## src/rtl/bundle_threshold.sv

```systemverilog
// bundle_threshold: converts accumulated bundle element sums into a packed
// binary hypervector by majority thresholding against the bundle count N.
// Ties (2*sum == N) are broken by a 16-bit Fibonacci LFSR that advances
// only when a tie is resolved. Output words are emitted with valid/ready.
module bundle_threshold #(
  parameter int          ELEMENT_WIDTH = 64,
  parameter int          COUNT_WIDTH   = 16,
  parameter int          PACK_WIDTH    = 32,
  parameter logic [15:0] LFSR_SEED     = 16'hACE1
) (
  input  logic                     clk,
  input  logic                     reset_n,
  input  logic                     start,
  input  logic [COUNT_WIDTH-1:0]   count_in,
  input  logic                     overflow_in,
  input  logic                     in_valid,
  output logic                     in_ready,
  input  logic [ELEMENT_WIDTH-1:0] elem_in,
  input  logic                     last_in,
  output logic                     out_valid,
  input  logic                     out_ready,
  output logic [PACK_WIDTH-1:0]    out_word,
  output logic                     out_last,
  output logic                     busy,
  output logic                     error
);

  localparam int IDX_W = (PACK_WIDTH > 1) ? $clog2(PACK_WIDTH) : 1;
  localparam logic [IDX_W-1:0] IDX_MAX = IDX_W'(PACK_WIDTH - 1);

  localparam logic [1:0] IDLE = 2'd0;
  localparam logic [1:0] RUN  = 2'd1;
  localparam logic [1:0] EMIT = 2'd2;

  logic [1:0]             state;
  logic [COUNT_WIDTH-1:0] n_reg;
  logic                   err_reg;
  logic [PACK_WIDTH-1:0]  pack;
  logic [IDX_W-1:0]       idx;
  logic [15:0]            lfsr;
  logic                   last_reg;

  logic                   tie;
  logic                   elem_bit;
  logic [15:0]            lfsr_next;

  // Compare 2*sum against N one bit wider than the sum so the doubling
  // never wraps; N is zero-extended to the same width.
  function automatic logic [1:0] threshold(input logic [ELEMENT_WIDTH-1:0] sum,
                                           input logic [COUNT_WIDTH-1:0]   n);
    logic [ELEMENT_WIDTH:0] twice;
    logic [ELEMENT_WIDTH:0] n_ext;
    twice = {sum, 1'b0};
    n_ext = {{(ELEMENT_WIDTH + 1 - COUNT_WIDTH){1'b0}}, n};
    // {greater, equal}
    return {twice > n_ext, twice == n_ext};
  endfunction

  // Per-element decision, tie resolution and next LFSR value
  always_comb begin
    logic [1:0] cmp;
    cmp       = threshold(elem_in, n_reg);
    tie       = cmp[0];
    elem_bit  = cmp[1] | (cmp[0] & lfsr[0]);
    lfsr_next = {lfsr[0] ^ lfsr[2] ^ lfsr[3] ^ lfsr[5], lfsr[15:1]};
  end

  // Outputs derived directly from state and holding registers
  always_comb begin
    in_ready  = (state == RUN);
    out_valid = (state == EMIT);
    busy      = (state != IDLE);
    out_word  = pack;
    out_last  = last_reg;
    error     = err_reg;
  end

  // Control FSM, pack register and tie-break LFSR
  always_ff @(posedge clk or negedge reset_n) begin
    if (!reset_n) begin
      state    <= IDLE;
      n_reg    <= '0;
      err_reg  <= 1'b0;
      pack     <= '0;
      idx      <= '0;
      lfsr     <= LFSR_SEED;
      last_reg <= 1'b0;
    end else begin
      case (state)
        IDLE: begin
          if (start) begin
            n_reg    <= count_in;
            err_reg  <= overflow_in | (count_in == '0);
            pack     <= '0;
            idx      <= '0;
            last_reg <= 1'b0;
            state    <= RUN;
          end
        end
        RUN: begin
          if (in_valid) begin
            pack[idx] <= elem_bit;
            if (tie) lfsr <= lfsr_next;
            if (last_in || (idx == IDX_MAX)) begin
              last_reg <= last_in;
              state    <= EMIT;
            end else begin
              idx <= idx + 1'b1;
            end
          end
        end
        EMIT: begin
          if (out_ready) begin
            pack     <= '0;
            idx      <= '0;
            last_reg <= 1'b0;
            state    <= last_reg ? IDLE : RUN;
          end
        end
        default: state <= IDLE;
      endcase
    end
  end

endmodule

```

## config.mk

```make
export PLATFORM = sky130hd
export DESIGN_NAME = bundle_threshold
export DESIGN_NICKNAME = d
export VERILOG_FILES = /design/src/rtl/bundle_threshold.sv
export SDC_FILE = /design/constraint.sdc
export NUM_CORES = 1
export LEC_CHECK = 0
export CAP_MARGIN = 20
export CORE_UTILIZATION = 51
export DETAILED_ROUTE_END_ITERATION = 6
export PLACE_DENSITY = 0.93
export RECOVER_POWER = 50
export SLEW_MARGIN = 15
export SYNTH_ARGS = -nofsm -noshare
export SYNTH_HDL_FRONTEND = slang
export SYNTH_SLANG_ARGS = --single-unit
```

## constraint.sdc

```tcl
create_clock -name clk -period 5.4 [get_ports clk]
set_input_delay 1.62 -clock clk [delete_from_list [all_inputs] [get_ports clk]]
set_output_delay 1.62 -clock clk [all_outputs]
set_load 0.02 [all_outputs]
```

==> metrics.cfg <==
[setup_path]
r2r.worst_path.cells=7
rrSetupSlack_ns=2.48
start_kind=primary input
worstSetupStartpoint=elem_in[22]
path_class=primary input to flop
r2r_end=out_word[6]
crit_slowest_cell=o311a_2
critical-path-max-stage-delay_ns=0.65
arrival_ns=4.08
critPathCaptureType=flop
cp_cell_sequence=clkdlybuf4s50_1, nor4_1, nand4_1, nor4_4, nor4b_2, o311a_2, o31ai_1
critPathMaxFanout=32
critical_path_required_ns=5.61
rr_startpoint=state[1]

[pwr]
powerDensity_nw_per_um2=336.5
leakage_nw=2.310
peakVddDrop_mv=0.2764
finalPower_mw=1.830

[synthesis]
synth_edf_count=0
syn-num-nets=532
synth_area_um2=4008
ys_seq_area_frac=0.4583
synthFlopType=dfrtp_1
async_reset_ff_frac=1.000
synthCells=425
postSynthAreaPerCell_um2=9.430
ys_ff_latch=73
yosysUniqueCellTypes=41
synth_warnings=0

[final_layout]
fillers=509
multiInputGateArea_um2=1946
area_delta_synth_final_pct=35.65
layout_common_cells=109 x clkdlybuf4s50_1, 65 x dfrtp_1, 55 x o21ai_0
fin_cells=639
num_antenna_cells=0
seq_area_um2=1837
final_common_cell=clkdlybuf4s50_1
nNetsFinal=642
largest_register_ffs=32
drive_gt1_frac=0.09074

[global_routing]
grt_pass1_vias=3725
grt-ovfl-total=0
grt_pass1_wl_um=17180
grt_max_degree=46
antenna_found_initial=0
grt_usage=0.2608

[timing]
rsz0062_at_grt=no
fin_setup_tns_ns=0
relSlewSlack=-0.2277
worst_slack_ns=1.533
min_period_over_period=0.7161
hold_viol_final=0
drv_slew=34
setup_viol=0
tightest_slew_ns=1.842
fmax_mhz=258.6
fin_skew_ns=0.01097
min_period_ns=3.867

[detailed_routing]
postRouteAntennaNets=0
viasPerCell=5.865
wire_per_inst_um=16.03
drt_pass1_iterations=7
drt-total-wl_um=10240
drc=0
vias=3748
initialDrtViolationCount=315

[die]
die_w_um=90.65
dieHeight_um=90.65
fp-row-count=31
start_util=0.5410
ioPinCount=124
core_um2=7408
fp.dieArea_um2=8217

[cts]
cts-resized-gates=0
htree_levels=3
cts_sinks=73
cts_setup_buffers=0
clk_pin_slew_worst_paths_ns=0.08
cts_hold_buf=0
cts_made_buffers=9
cts_tree=built
cts_root_buf=clkbuf_8
clock_latency_ns=0.36
clk_path_buf_depth=2

[min_path]
min_from=out_word[4]
hold_class=flop to flop
min_to=out_word[4]
whs_path_depth=2

[outcome]
violations=capacitance limit, slew limit
outcome=finished with violations

[placement]
post-place-ws_ns=1.198
gp_congestion=0.8547
portBuffers=123
dp_hpwl_um=7485
placed_cells=622

[run]
maxCapViolCount=1

==> cells by family (layout without fill, tap and decap cells) <==
group | after synthesis | count (layout) | synth area share
AO/OA/AOI/OAI | 140 | 140 | 0.2048
AND/OR/NAND/NOR | 121 | 121 | 0.1614
flip-flops | 73 | 73 | 0.4583
buffers and inverters | 51 | 166 | 0.05682
adder cells (fa/ha/maj) | 20 | 20 | 0.06244
multiplexers | 17 | 17 | 0.04964
XOR/XNOR | 3 | 3 | 0.006558
==> metal layers <==
metal,vias to the layer above,wire length (um),GRT usage,part of all wire
met5,-,0,0,0
met4,0,176,0.09140,0.017
met3,22,722,0.06061,0.070
met2,174,5364,0.4602,0.52
met1,1797,3980,0.3095,0.39
li1,1755,-,-,-
==> worst max-delay path: cells and delay by family <==
kind	cells	cell delay [ns]
and+or+nand+nor	4	1.17
AOI/OAI and AO/OA	2	0.86
buffers and inverters	1	0.41
==> worst max path at each step <==
stage          cells after the start  slack [ns]            to
3_5_place_dp                       7        1.20  out_word[22]
3_3_place_gp                       7        1.28  out_word[23]
4_1_cts                            7        1.56  out_word[22]
5_1_grt                            3        1.35       lfsr[6]
2_1_floorplan                      7        1.97       lfsr[1]
6_report                           7        1.53   out_word[6]
==> area by class of cell <==
class | instances | share of cell area
clock buffer | 13 | 0.02739
tap | 99 | 0.02278
multi-input combinational | 301 | 0.3579
clock inverter | 3 | 0.007365
timing repair buffer | 128 | 0.2315
inverter | 22 | 0.01519
sequential | 73 | 0.3379
==> synthesized netlist by cell type, drive strengths merged (4+ instances only) <==
library cell  number  share of area
a21oi             41          0.051
and3               5         0.0078
buf               12          0.020
clkbuf            17          0.016
dfrtp             65           0.41
dfstp              8          0.052
ha                20          0.062
inv               22          0.021
mux2              17          0.050
nand2             52          0.049
nand3              5         0.0062
nand4              8          0.016
nor2              11          0.010
nor2b              4         0.0062
nor3               5         0.0062
nor3b              4         0.0075
nor4              19          0.037
o21ai             55          0.069
o31ai             32          0.060
==> through the flow <==
step	utilization	hold WS, ns	area (um^2)
2_1_floorplan	-	0.4555	4008
4_1_cts	0.7335	0.5116	5434
3_5_place_dp	0.7080	0.4925	5245
5_1_grt	0.7338	0.5425	5436
6_report	0.7338	0.5010	5436
3_3_place_gp	0.7080	0.4694	5245
==> report_power, final <==
part / total [mW] / switching (mW) / internal [mW]
clock: 0.424 / 0.199 / 0.225
combinational: 0.724 / 0.446 / 0.278
sequential: 0.682 / 0.0473 / 0.635
total: 1.83 / 0.692 / 1.14
(Power assumes the default switching activity.)
==> RTL edit (same settings) <==
`COUNT_WIDTH`: 16 -> 24.
--- a/src/rtl/bundle_threshold.sv
+++ b/src/rtl/bundle_threshold.sv
@@ -4,7 +4,7 @@
 // only when a tie is resolved. Output words are emitted with valid/ready.
 module bundle_threshold #(
   parameter int          ELEMENT_WIDTH = 64,
-  parameter int          COUNT_WIDTH   = 16,
+  parameter int          COUNT_WIDTH   = 24,
   parameter int          PACK_WIDTH    = 32,
   parameter logic [15:0] LFSR_SEED     = 16'hACE1
 ) (
Ports: changed (resized count_in); port bits go from 124 to 132. No check against the original RTL was run, so the function may have changed too.
==> RTL edit against the original RTL <==
  * The run still ends with capacitance limit, slew limit left
  * Combinational power grew 13%
  * Via count rose by 2.0%
  * Routed wire length rose by 3.5%
  * Total power up 13%
  * Worst setup slack got worse by 0.30 ns
  * Area after synthesis grew 4.8%
  * Synthesized cell count grew 3.3%
  * Sequential power is 21% higher
  * Sequential cell count is 8 higher
  * Design area rose by 6.3%
  * Critical endpoint is now out_word[0]
  * Largest power group is now registers
==> RTL edit: results (changes against the original RTL) <==
Failing checks: capacitance limit, slew limit (unchanged)
Leak: 2.524 nW (was 2.310 nW)
Syn_nets: 562 (was 532)
First-pass GRT wire length: 17,730 um (was 17,180 um)
Hold path start: lfsr[12] (was out_word[4])
Post-place setup slack: 0.8442 ns (was 1.198 ns)
MaxCap Viol Count: 1 (unchanged)
Netlist cell types: 44 (was 41)
Post-synth top cells: dfrtp_1, nand2_1, o21ai_0 (was dfrtp_1, o21ai_0, nand2_1)
Routed WL: 10,600 um (was 10,240 um)
Port Buf Inserts: 131 (was 123)
Seq/Total Area, Yosys: 48.51% (was 45.83%)
Hold Path Depth: 1 (was 2)
Final period util: 77.16% (was 71.61%)
Setup Skew: 0.01380 ns (was 0.01097 ns)
1st-iter DRT viols: 168 (was 315)
Crit-path max FO: 19 (was 32)
Vias in the first global route: 3,912 (was 3,725)
Hold Path Sink: lfsr[12] (was out_word[4])
Share of layout cells above drive strength 1: 9.982% (was 9.074%)
Gpl congestion: 0.8523 (was 0.8547)
Worst r2r path cells: 10 (was 7)
Total track usage: 26.48% (was 26.08%)
Reg-to-reg critical path endpoint: out_word[0] (was out_word[6])
Slew at the pin with the worst max-slew slack: 1.788 ns (was 1.842 ns)
R2R setup slack: 2.56 ns (was 2.48 ns)
Max-slew violations: 32 (was 34)
TritonCTS buffer count: 9 (unchanged)
Total Nets Final: 689 (was 642)
DRT Pass-1 Iters: 4 (was 7)
Vias per inst: 5.681 (was 5.865)
Largest net degree at the start of global routing: 82 (was 46)
CP startpoint: elem_in[46] (was elem_in[22])
Top cells by area, synth: dfrtp_1, ha_1, nand2_1, dfstp_2, mux2_2 (was dfrtp_1, o21ai_0, ha_1, o31ai_1, dfstp_2)
RR Startpoint: n_reg[19] (was state[1])
CP Data Arrival Time: 4.40 ns (was 4.08 ns)
DP HPWL: 8201 um (was 7485 um)
Max VDD drop: 0.2111 mV (was 0.2764 mV)
Status: finished with violations (unchanged)
[RTL edit: critical path, cell delays in order]
cell             delay (ns)
clkdlybuf4s50_1        0.40
nor4_1                 0.28
nand2_1                0.12
or4_1                  0.53
a2111o_1               0.40
o31ai_4                0.70
buf_8                  0.24
o21ai_0                0.11
[RTL edit: routing by layer]
layer	vias to the layer above	GRT usage (%)	part of all wire, %
li1	1817	-	-
met1	1804	30.35	39
met2	176	47.41	52
met3	26	4.516	5.9
met4	0	13.33	2.8
met5	-	0	0
[RTL edit: area by class of cell]
type / count / area (um^2)
fillers: 548 / 2067
flip-flops and latches: 81 / 2037
multi-input cells: 305 / 1939
repair buffers: 136 / 1370
well taps: 102 / 127.6
clock buffers: 9 / 123.9
inverters: 33 / 123.9
clock inverters: 7 / 58.81
[RTL edit: metrics by stage]
| step | cells | hold WS, ns | utilization, % | instance area, um^2 |
|---|---|---|---|---|
| 6_report | 673 | 0.5089 | 73.66 | 5781 |
| 2_1_floorplan | 439 | 0.4749 | - | 4199 |
| 4_1_cts | 672 | 0.5130 | 73.39 | 5759 |
| 3_5_place_dp | 656 | 0.4949 | 71.06 | 5577 |
| 3_3_place_gp | 655 | 0.4834 | 70.87 | 5562 |
| 5_1_grt | 673 | 0.5334 | 73.66 | 5781 |
[RTL edit: where the power goes]
group | switching, mW | internal (mW)
sequential | 0.0855 | 0.742
clock | 0.239 | 0.174
combinational | 0.482 | 0.340
[RTL edit: logic make-up after synthesis]
logic type               Yosys count  share of synthesized area, %
adder cells (fa/ha/maj)           28                         8.343
XOR/XNOR                           4                        0.8345
AO/OA/AOI/OAI                     91                         12.84
AND/OR/NAND/NOR                  163                         19.13
buffers and inverters             53                         5.304
multiplexers                      19                         5.036
flip-flops                        81                         48.51
